==> config.mk <==
export PLATFORM = sky130hd
export DESIGN_NAME = seq_mul_writeback
export DESIGN_NICKNAME = d
export VERILOG_FILES = /design/src/rtl/proc_defs.sv /design/src/rtl/mul_shift_add_dp.sv /design/src/rtl/seq_mul_writeback.sv
export SDC_FILE = /design/constraint.sdc
export NUM_CORES = 1
export LEC_CHECK = 0
export CORE_MARGIN = 2
export CORE_UTILIZATION = 50
export DETAILED_ROUTE_END_ITERATION = 12
export PLACE_DENSITY = 0.76
export SLEW_MARGIN = 25
export SYNTH_ARGS = -nofsm -noshare
export SYNTH_HDL_FRONTEND = slang
export SYNTH_SLANG_ARGS = --single-unit
==> constraint.sdc <==
create_clock -name clk -period 2.81 [get_ports clk]
set_input_delay 0.4215 -clock clk [delete_from_list [all_inputs] [get_ports clk]]
set_output_delay 0.4215 -clock clk [all_outputs]
set_load 0.02 [all_outputs]
==> src/rtl/proc_defs.sv <==
// Definitions shared by the MUL execute/writeback path, the register file and the control unit.
package proc_defs;

    localparam int REG_W      = 8;
    localparam int REG_ADDR_W = 3;

    typedef enum logic [2:0] {
        S_IDLE,
        S_CALC,
        S_WR_LO,
        S_WR_HI,
        S_DONE
    } mul_state_e;

endpackage

==> src/rtl/mul_shift_add_dp.sv <==
// Shift-add multiplier datapath: accumulator, multiplier shift register, adder and bit counter.
// After WIDTH steps {acc, mplr} holds the full unsigned product.
module mul_shift_add_dp #(
    parameter int WIDTH = 8
) (
    input  logic               clk,
    input  logic               reset,
    input  logic               init_i,
    input  logic               step_i,
    input  logic [WIDTH-1:0]   mcand_i,
    input  logic [WIDTH-1:0]   mplr_i,
    output logic               last_step_o,
    output logic [2*WIDTH-1:0] prod_o
);

    localparam int CNT_W = $clog2(WIDTH + 1);

    logic [WIDTH-1:0] acc_q, acc_d;
    logic [WIDTH-1:0] mplr_q, mplr_d;
    logic [WIDTH-1:0] mcand_q, mcand_d;
    logic [CNT_W-1:0] cnt_q, cnt_d;
    logic [WIDTH:0]   sum;

    // The adder carry becomes the top bit of the accumulator as {carry, acc, mplr} shifts right.
    always_comb begin
        sum     = {1'b0, acc_q} + (mplr_q[0] ? {1'b0, mcand_q} : {(WIDTH + 1){1'b0}});
        acc_d   = acc_q;
        mplr_d  = mplr_q;
        mcand_d = mcand_q;
        cnt_d   = cnt_q;
        if (init_i) begin
            acc_d   = '0;
            mplr_d  = mplr_i;
            mcand_d = mcand_i;
            cnt_d   = '0;
        end else if (step_i) begin
            acc_d  = sum[WIDTH:1];
            mplr_d = {sum[0], mplr_q[WIDTH-1:1]};
            cnt_d  = cnt_q + CNT_W'(1);
        end
    end

    always_ff @(posedge clk or posedge reset) begin
        if (reset) begin
            acc_q   <= '0;
            mplr_q  <= '0;
            mcand_q <= '0;
            cnt_q   <= '0;
        end else begin
            acc_q   <= acc_d;
            mplr_q  <= mplr_d;
            mcand_q <= mcand_d;
            cnt_q   <= cnt_d;
        end
    end

    assign last_step_o = (cnt_q == CNT_W'(WIDTH));
    assign prod_o      = {acc_q, mplr_q};

endmodule

==> src/rtl/seq_mul_writeback.sv <==
// MUL execute + writeback: sequential shift-add multiply, then the product is written into
// the register file (low half to rd, optionally high half to rd+1). All outputs are registered.
module seq_mul_writeback
    import proc_defs::*;
#(
    parameter int WIDTH   = REG_W,
    parameter int ADDR_W  = REG_ADDR_W,
    parameter bit WB_HIGH = 1'b1
) (
    input  logic               clk,
    input  logic               reset,
    input  logic               start,
    input  logic [WIDTH-1:0]   op_a,
    input  logic [WIDTH-1:0]   op_b,
    input  logic [ADDR_W-1:0]  rd,
    output logic               busy,
    output logic               done,
    output logic [2*WIDTH-1:0] product,
    output logic [ADDR_W-1:0]  rf_address,
    output logic               rf_load,
    output logic [WIDTH-1:0]   rf_d_in
);

    mul_state_e         state_q, state_d;
    logic [ADDR_W-1:0]  rd_q, rd_d;
    logic               busy_q, busy_d;
    logic               done_q, done_d;
    logic [2*WIDTH-1:0] product_q, product_d;
    logic [ADDR_W-1:0]  rf_addr_q, rf_addr_d;
    logic               rf_load_q, rf_load_d;
    logic [WIDTH-1:0]   rf_data_q, rf_data_d;

    logic               dp_init;
    logic               dp_step;
    logic               dp_last;
    logic [2*WIDTH-1:0] dp_prod;

    mul_shift_add_dp #(.WIDTH(WIDTH)) u_dp (
        .clk        (clk),
        .reset      (reset),
        .init_i     (dp_init),
        .step_i     (dp_step),
        .mcand_i    (op_a),
        .mplr_i     (op_b),
        .last_step_o(dp_last),
        .prod_o     (dp_prod)
    );

    // CALC keeps stepping until the counter reports WIDTH completed iterations.
    always_comb begin
        state_d = state_q;
        rd_d    = rd_q;
        dp_init = 1'b0;
        dp_step = 1'b0;
        case (state_q)
            S_IDLE: begin
                if (start) begin
                    dp_init = 1'b1;
                    rd_d    = rd;
                    state_d = S_CALC;
                end
            end
            S_CALC: begin
                if (dp_last) begin
                    state_d = S_WR_LO;
                end else begin
                    dp_step = 1'b1;
                end
            end
            S_WR_LO: state_d = WB_HIGH ? S_WR_HI : S_DONE;
            S_WR_HI: state_d = S_DONE;
            S_DONE:  state_d = S_IDLE;
            default: state_d = S_IDLE;
        endcase
    end

    // Outputs are decoded from the upcoming state so they line up with it in the same cycle.
    always_comb begin
        busy_d    = (state_d != S_IDLE);
        done_d    = (state_d == S_DONE);
        rf_load_d = 1'b0;
        rf_addr_d = rf_addr_q;
        rf_data_d = rf_data_q;
        product_d = product_q;
        case (state_d)
            S_WR_LO: begin
                rf_load_d = 1'b1;
                rf_addr_d = rd_q;
                rf_data_d = dp_prod[WIDTH-1:0];
            end
            S_WR_HI: begin
                rf_load_d = 1'b1;
                rf_addr_d = rd_q + ADDR_W'(1);
                rf_data_d = dp_prod[2*WIDTH-1:WIDTH];
            end
            S_DONE:  product_d = dp_prod;
            default: ;
        endcase
    end

    always_ff @(posedge clk or posedge reset) begin
        if (reset) begin
            state_q   <= S_IDLE;
            rd_q      <= '0;
            busy_q    <= 1'b0;
            done_q    <= 1'b0;
            product_q <= '0;
            rf_addr_q <= '0;
            rf_load_q <= 1'b0;
            rf_data_q <= '0;
        end else begin
            state_q   <= state_d;
            rd_q      <= rd_d;
            busy_q    <= busy_d;
            done_q    <= done_d;
            product_q <= product_d;
            rf_addr_q <= rf_addr_d;
            rf_load_q <= rf_load_d;
            rf_data_q <= rf_data_d;
        end
    end

    assign busy       = busy_q;
    assign done       = done_q;
    assign product    = product_q;
    assign rf_address = rf_addr_q;
    assign rf_load    = rf_load_q;
    assign rf_d_in    = rf_data_q;

endmodule

Word level (Yosys, flattened, before mapping)
Cells that the tools add are included.
{"block": "op_classes", "n_addsub": 3, "reduce_logical": 6, "n_eq_ne": 7, "mux": 17}
{"op": "two-way mux 8 bit", "n": 5}
{"op": "one-hot mux 8 bit (2 select lines)", "n": 1}
{"op": "== test 3 x 2 -> 1 bit, second input constant", "n": 4}
{"op": "one-hot mux 3 bit (4 select lines)", "n": 1}
{"op": "adder 8 x 9 -> 9 bit", "n": 1}
{"op": "two-way mux 4 bit", "n": 2}
{"op": "two-way mux 3 bit", "n": 2}
{"op": "one-hot mux 3 bit (2 select lines)", "n": 1}
{"op": "two-way mux 1 bit", "n": 5}
{"op": "adder 4 x 1 -> 4 bit, second input constant", "n": 1}
{"op": "== test 4 bit, second input constant", "n": 1}
{"op": "nonzero test 2 bit", "n": 2}
{"op": "adder 3 x 1 -> 3 bit, second input constant", "n": 1}
{"op": "== test 3 x 1 -> 1 bit, second input constant", "n": 1}
{"op": "== test 3 bit, second input constant", "n": 1}
{"op": "logical NOT 3 bit", "n": 1}
{"op": "nonzero test 3 bit", "n": 1}
{"op": "AND reduction 2 bit", "n": 1}
{"op": "OR reduction 2 bit", "n": 1}
{"block": "word_totals", "in_bits": 22, "elab_cells": 45, "out_inout_bits": 30, "regBits": 64}

Logic depth before layout (Yosys ltp)
{"block": "depth", "word_depth": 6, "ltp_mapped": 10, "depth_no_buf": 9}

Hierarchy
A second synthesis with hierarchy kept.
{"block": "hier_totals", "hier_cells": 292, "area_unflattened_um2": 3030.4}
{"module": "mul_shift_add_dp", "n_inst": 1, "area_each_um2": 1556.5, "seq_area_each_um2": 700.7, "cells_per_inst": 148}
{"module": "seq_mul_writeback", "n_inst": 1, "area_each_um2": 1473.9, "seq_area_each_um2": 900.9, "cells_per_inst": 144}

Least setup slack after synthesis
No wires, ideal clock.
{"block": "synth_timing", "path_type": "reg-to-reg", "startpoint": "reg u_dp.mplr_q[0]", "endpoint": "reg u_dp.acc_q[5]", "stages_incl_launch_ff": 11, "setup_time_ps": 95, "t_required_ps": 2715, "n_path_buf": 1, "period_less_slack_ps": 1982, "slack_ps": 828, "t_arrival_ps": 1886, "path_cell_list": "dfrtp_1 > clkbuf_1 > and2_1 > ha_1 > inv_1 > fa_1 > nor2b_1 > o31a_1 > o21a_1 > nor3_1 > o31ai_1"}
{"block": "synth_via", "elab_chain_cells": 4}
{"item": "from (decl)", "line": "mul_shift_add_dp.sv:19", "text": "logic [WIDTH-1:0] mplr_q, mplr_d;"}
{"item": "from (signal assigned)", "line": "mul_shift_add_dp.sv:51", "text": "mplr_q <= mplr_d;"}
{"item": "two-way mux 8 bit", "line": "mul_shift_add_dp.sv:26", "text": "sum = {1'b0, acc_q} + (mplr_q[0] ? {1'b0, mcand_q} : {(WIDTH + 1){1'b0}});"}
{"item": "adder 8 x 9 -> 9 bit", "line": "mul_shift_add_dp.sv:26"}
{"item": "two-way mux 8 bit", "line": "mul_shift_add_dp.sv:36", "text": "end else if (step_i) begin"}
{"item": "two-way mux 8 bit", "line": "mul_shift_add_dp.sv:31", "text": "if (init_i) begin"}
{"item": "to (signal assigned)", "line": "mul_shift_add_dp.sv:45", "text": "acc_q <= '0;"}
{"item": "to (signal assigned)", "line": "mul_shift_add_dp.sv:50", "text": "acc_q <= acc_d;"}
{"item": "to (decl)", "line": "mul_shift_add_dp.sv:18", "text": "logic [WIDTH-1:0] acc_q, acc_d;"}
Every way passes these cells. The select of a mux whose other input is x is not followed.
A chain may end at the register's enable or synchronous reset.

Worst setup path after layout
{"block": "layout_timing", "startpoint": "reg u_dp.mplr_q[0]", "endpoint": "reg u_dp.acc_q[7]"}
Same word-level chain as after synthesis.

==> flow_summary.yaml <==
clocking:
  cts-hold-fix-buffers: 0
  post_cts_buffers: 0
  numClockSinks: 64
  htree_levels: 3
  cts_buffers: 9
  clk_path_buf_depth: 2
  cts_resized: 0
  insertion_delay_ps: 340
  cts_tree: "yes"
  root_buffer: "clkbuf_8"
  cts.clk_slew.worst_paths_ps: 70
hold_path:
  hold_class: "input port to async pin"
global_route:
  grtUsageTotal: 0.2184
  grt_max_degree: 27
  antenna_found_initial: 0
  grt_pass1_wl_um: 10620
  grt_overflow: 0
  grt_pass1_vias: 2263
critical_path:
  crit_fanout: 11
  rrSetupSlack_ps: 630
  r2r_cells: 9
  required_ps: 3070
  cp_common_cell: "o31a_1"
  path_class: "register to register"
  cpPeakStageDelay_ps: 560
  reg2reg_to: "u_dp.acc_q[7]$_DFFE_PP0P_"
  crit_start: "u_dp.mplr_q[0]$_DFFE_PP0P_"
  worstSetupStartpointType: "register"
  crit_chain: "and2_1 > ha_1 > inv_1 > fa_1 > nor2b_1 > o31a_1 > o31a_1 > o21ai_0 > a21oi_1"
  crit_arrival_ps: 2440
  worstSetupEndpoint: "u_dp.acc_q[7]$_DFFE_PP0P_"
  endpoint_kind: "register"
  cpMaxStageDelayCell: "dfrtp_1"
  reg2reg_from: "u_dp.mplr_q[0]$_DFFE_PP0P_"
synth:
  synth_edf_count: 0
  synth_cell_type_count: 41
  yosysSeqAreaShare: 0.5347
  ys_ff_latch: 64
  synth_warnings: 0
  syn_inst: 312
  synth_area_um2: 2995
  syn_area_per_cell_um2: 9.601
  synth_nets: 346
  ys.flop_type: "dfrtp_1"
  ys_async_sr_fraction: 1.000
placed_design:
  pre_cts_ws_ps: 555.0
  port_buffers: 51
  dp_cells: 432
  hpwl_um: 4536
  routabilityCongestion: 0.8905
finish:
  nets: 402
  synthToLayoutAreaGrowth_pct: 25.77
  drive_above_1_share: 0.08311
  fillCellCount: 450
  instances_no_fill: 448
  diodes: 0
sta:
  setup_violations: 0
  worst_slack_ps: 631.4
  worst_slew_pin_slew_ps: 710.3
  relSlewSlack: 0.5265
  layout_min_cycle_time_ps: 2179
  fmax_ghz: 0.4590
  hold_viol: 0
  rsz0062_at_grt: "false"
  min_period_over_period: 0.7753
  fin_tns_setup_ps: 0
  drv_slew: 0
  finClkSkew_ps: 7.262
die:
  die_w_um: 81.40
  io_pins: 52
  die_h_um: 81.40
  rows: 28
  core_um2: 5851
  initial_utilization: 0.5120
  die_area_um2: 6626
power:
  seq_power_share: 0.376
  clkPwrFrac: 0.154
  peakVddDrop_v: 0.0004303
  p_sw_frac: 0.4123
  power_mw: 4.472
  p_sw_mw: 1.844
  internal_power_mw: 2.629
  p_leak_nw: 1.822
  powerDensity_nw_per_um2: 1187
  combPwrFrac: 0.471
routing:
  vias_per_cell: 5.156
  dr.pass1.iters: 4
  wl_per_cell_um: 14.42
  num_vias: 2310
  drt_iter0_drc: 143
  routed_wl_um: 6459
  ant_nets: 0
  drc: 0
outcome:
  status: "finished, final reports clean"
job:
  max-cap-violations: 0
-- worst max-delay path: cells and delay by family (launching register included) --
kind	cells	cell delay, ps
compound gates	4	570
fa+ha+maj	2	580
buf+inv	1	60
flops	1	560
simple gates	2	350
-- synth_stat cells (all sizes together), types with 3 or more instances --
library cell	n	area, um2
nand2	111	416.7
dfrtp	64	1602
o21ai	23	115.1
inv	12	45.05
ha	11	137.6
and2	8	50.05
mux2i	8	80.08
nor2	8	30.03
a22oi	7	52.55
buf	6	38.79
clkbuf	6	22.52
nand3	6	30.03
xor2	5	43.79
a211oi	4	42.54
a21oi	4	20.02
o21a	3	22.52
-- how the worst min path moves through the flow --
stage	slack, ps	endpoint	from	cells after the start
2_1_floorplan	440	u_dp.mcand_q[7]$_DFFE_PP0P_	u_dp.mcand_q[7]$_DFFE_PP0P_	2
3_3_place_gp	450	u_dp.mcand_q[2]$_DFFE_PP0P_	u_dp.mcand_q[2]$_DFFE_PP0P_	2
3_5_place_dp	450	u_dp.mcand_q[2]$_DFFE_PP0P_	u_dp.mcand_q[2]$_DFFE_PP0P_	2
4_1_cts	470	product[3]$_DFFE_PP0N_	reset	2
5_1_grt	500	rf_load$_DFF_PP0_	reset	2
6_report	460	rf_load$_DFF_PP0_	reset	2
-- layout make-up --
type                       count  area [um2]  share of cell area
multi-input combinational    224        1299              0.3447
sequential                    64        1602              0.4251
inverter                      12       45.04             0.01196
tap                           75       93.84             0.02491
timing repair buffer          57       555.5              0.1475
clock inverter                 6       35.03            0.009299
clock buffer                  10       137.6             0.03653
-- placed cells by master, fill, tap and decap left out, drive strengths merged, types with 3 or more instances in the layout --
| cell type | instances |
|---|---|
| ha | 11 |
| inv | 12 |
| a22oi | 7 |
| nand2 | 111 |
| mux2i | 8 |
| o21a | 3 |
| a21oi | 4 |
| clkbuf | 10 |
| nand3 | 6 |
| dfrtp | 64 |
| nor2 | 8 |
| clkinv | 4 |
| a211oi | 4 |
| and2 | 8 |
| xor2 | 5 |
| o21ai | 23 |
| buf | 6 |
| clkdlybuf4s50 | 51 |
-- power by group through the flow --
stage,Sequential [mW],Clock [mW],Combinational (mW)
3_3_place_gp,1.67,0,2.07
3_5_place_dp,1.69,0,2.11
2_1_floorplan,1.82,0,1.25
5_1_grt,1.74,0.739,2.39
4_1_cts,1.68,0.704,2.12
6_report,1.68,0.688,2.11
-- per-stage QoR --
step | hold slack (ps) | instance area (um2) | util
6_report | 458.8 | 3767 | 0.6439
5_1_grt | 496.6 | 3767 | 0.6439
4_1_cts | 467.9 | 3756 | 0.6420
3_5_place_dp | 454.9 | 3583 | 0.6125
3_3_place_gp | 451.6 | 3583 | 0.6125
2_1_floorplan | 437.4 | 2995 | -
-- cell families (layout without fill, tap and decap cells) --
family | Yosys count | in the layout | synth area share
simple gates | 146 | 146 | 0.2168
fa+ha+maj | 12 | 12 | 0.05263
xor+xnor | 7 | 7 | 0.02047
flops | 64 | 64 | 0.5347
mux | 8 | 8 | 0.02673
compound gates | 51 | 51 | 0.1132
buf+inv | 24 | 85 | 0.03551
-- layer usage --
layer / track usage / up-vias / wire [um]
li1: - / 1146 / -
met1: 0.2859 / 1078 / 2844
met2: 0.3434 / 69 / 3030
met3: 0.05222 / 17 / 362
met4: 0.1000 / 0 / 221
met5: 0 / - / 0
-- sequential cells by signal (all words and copies together) (netlist names) --
signal	flops
rf_load	1
product	16
rd_q	3
rf_address	3
u_dp.mplr_q	8
done	1
rf_d_in	8
state_q	3
busy	1
u_dp.cnt_q	4
u_dp.mcand_q	8
u_dp.acc_q	8
Power figures use the tool's default switching activity.
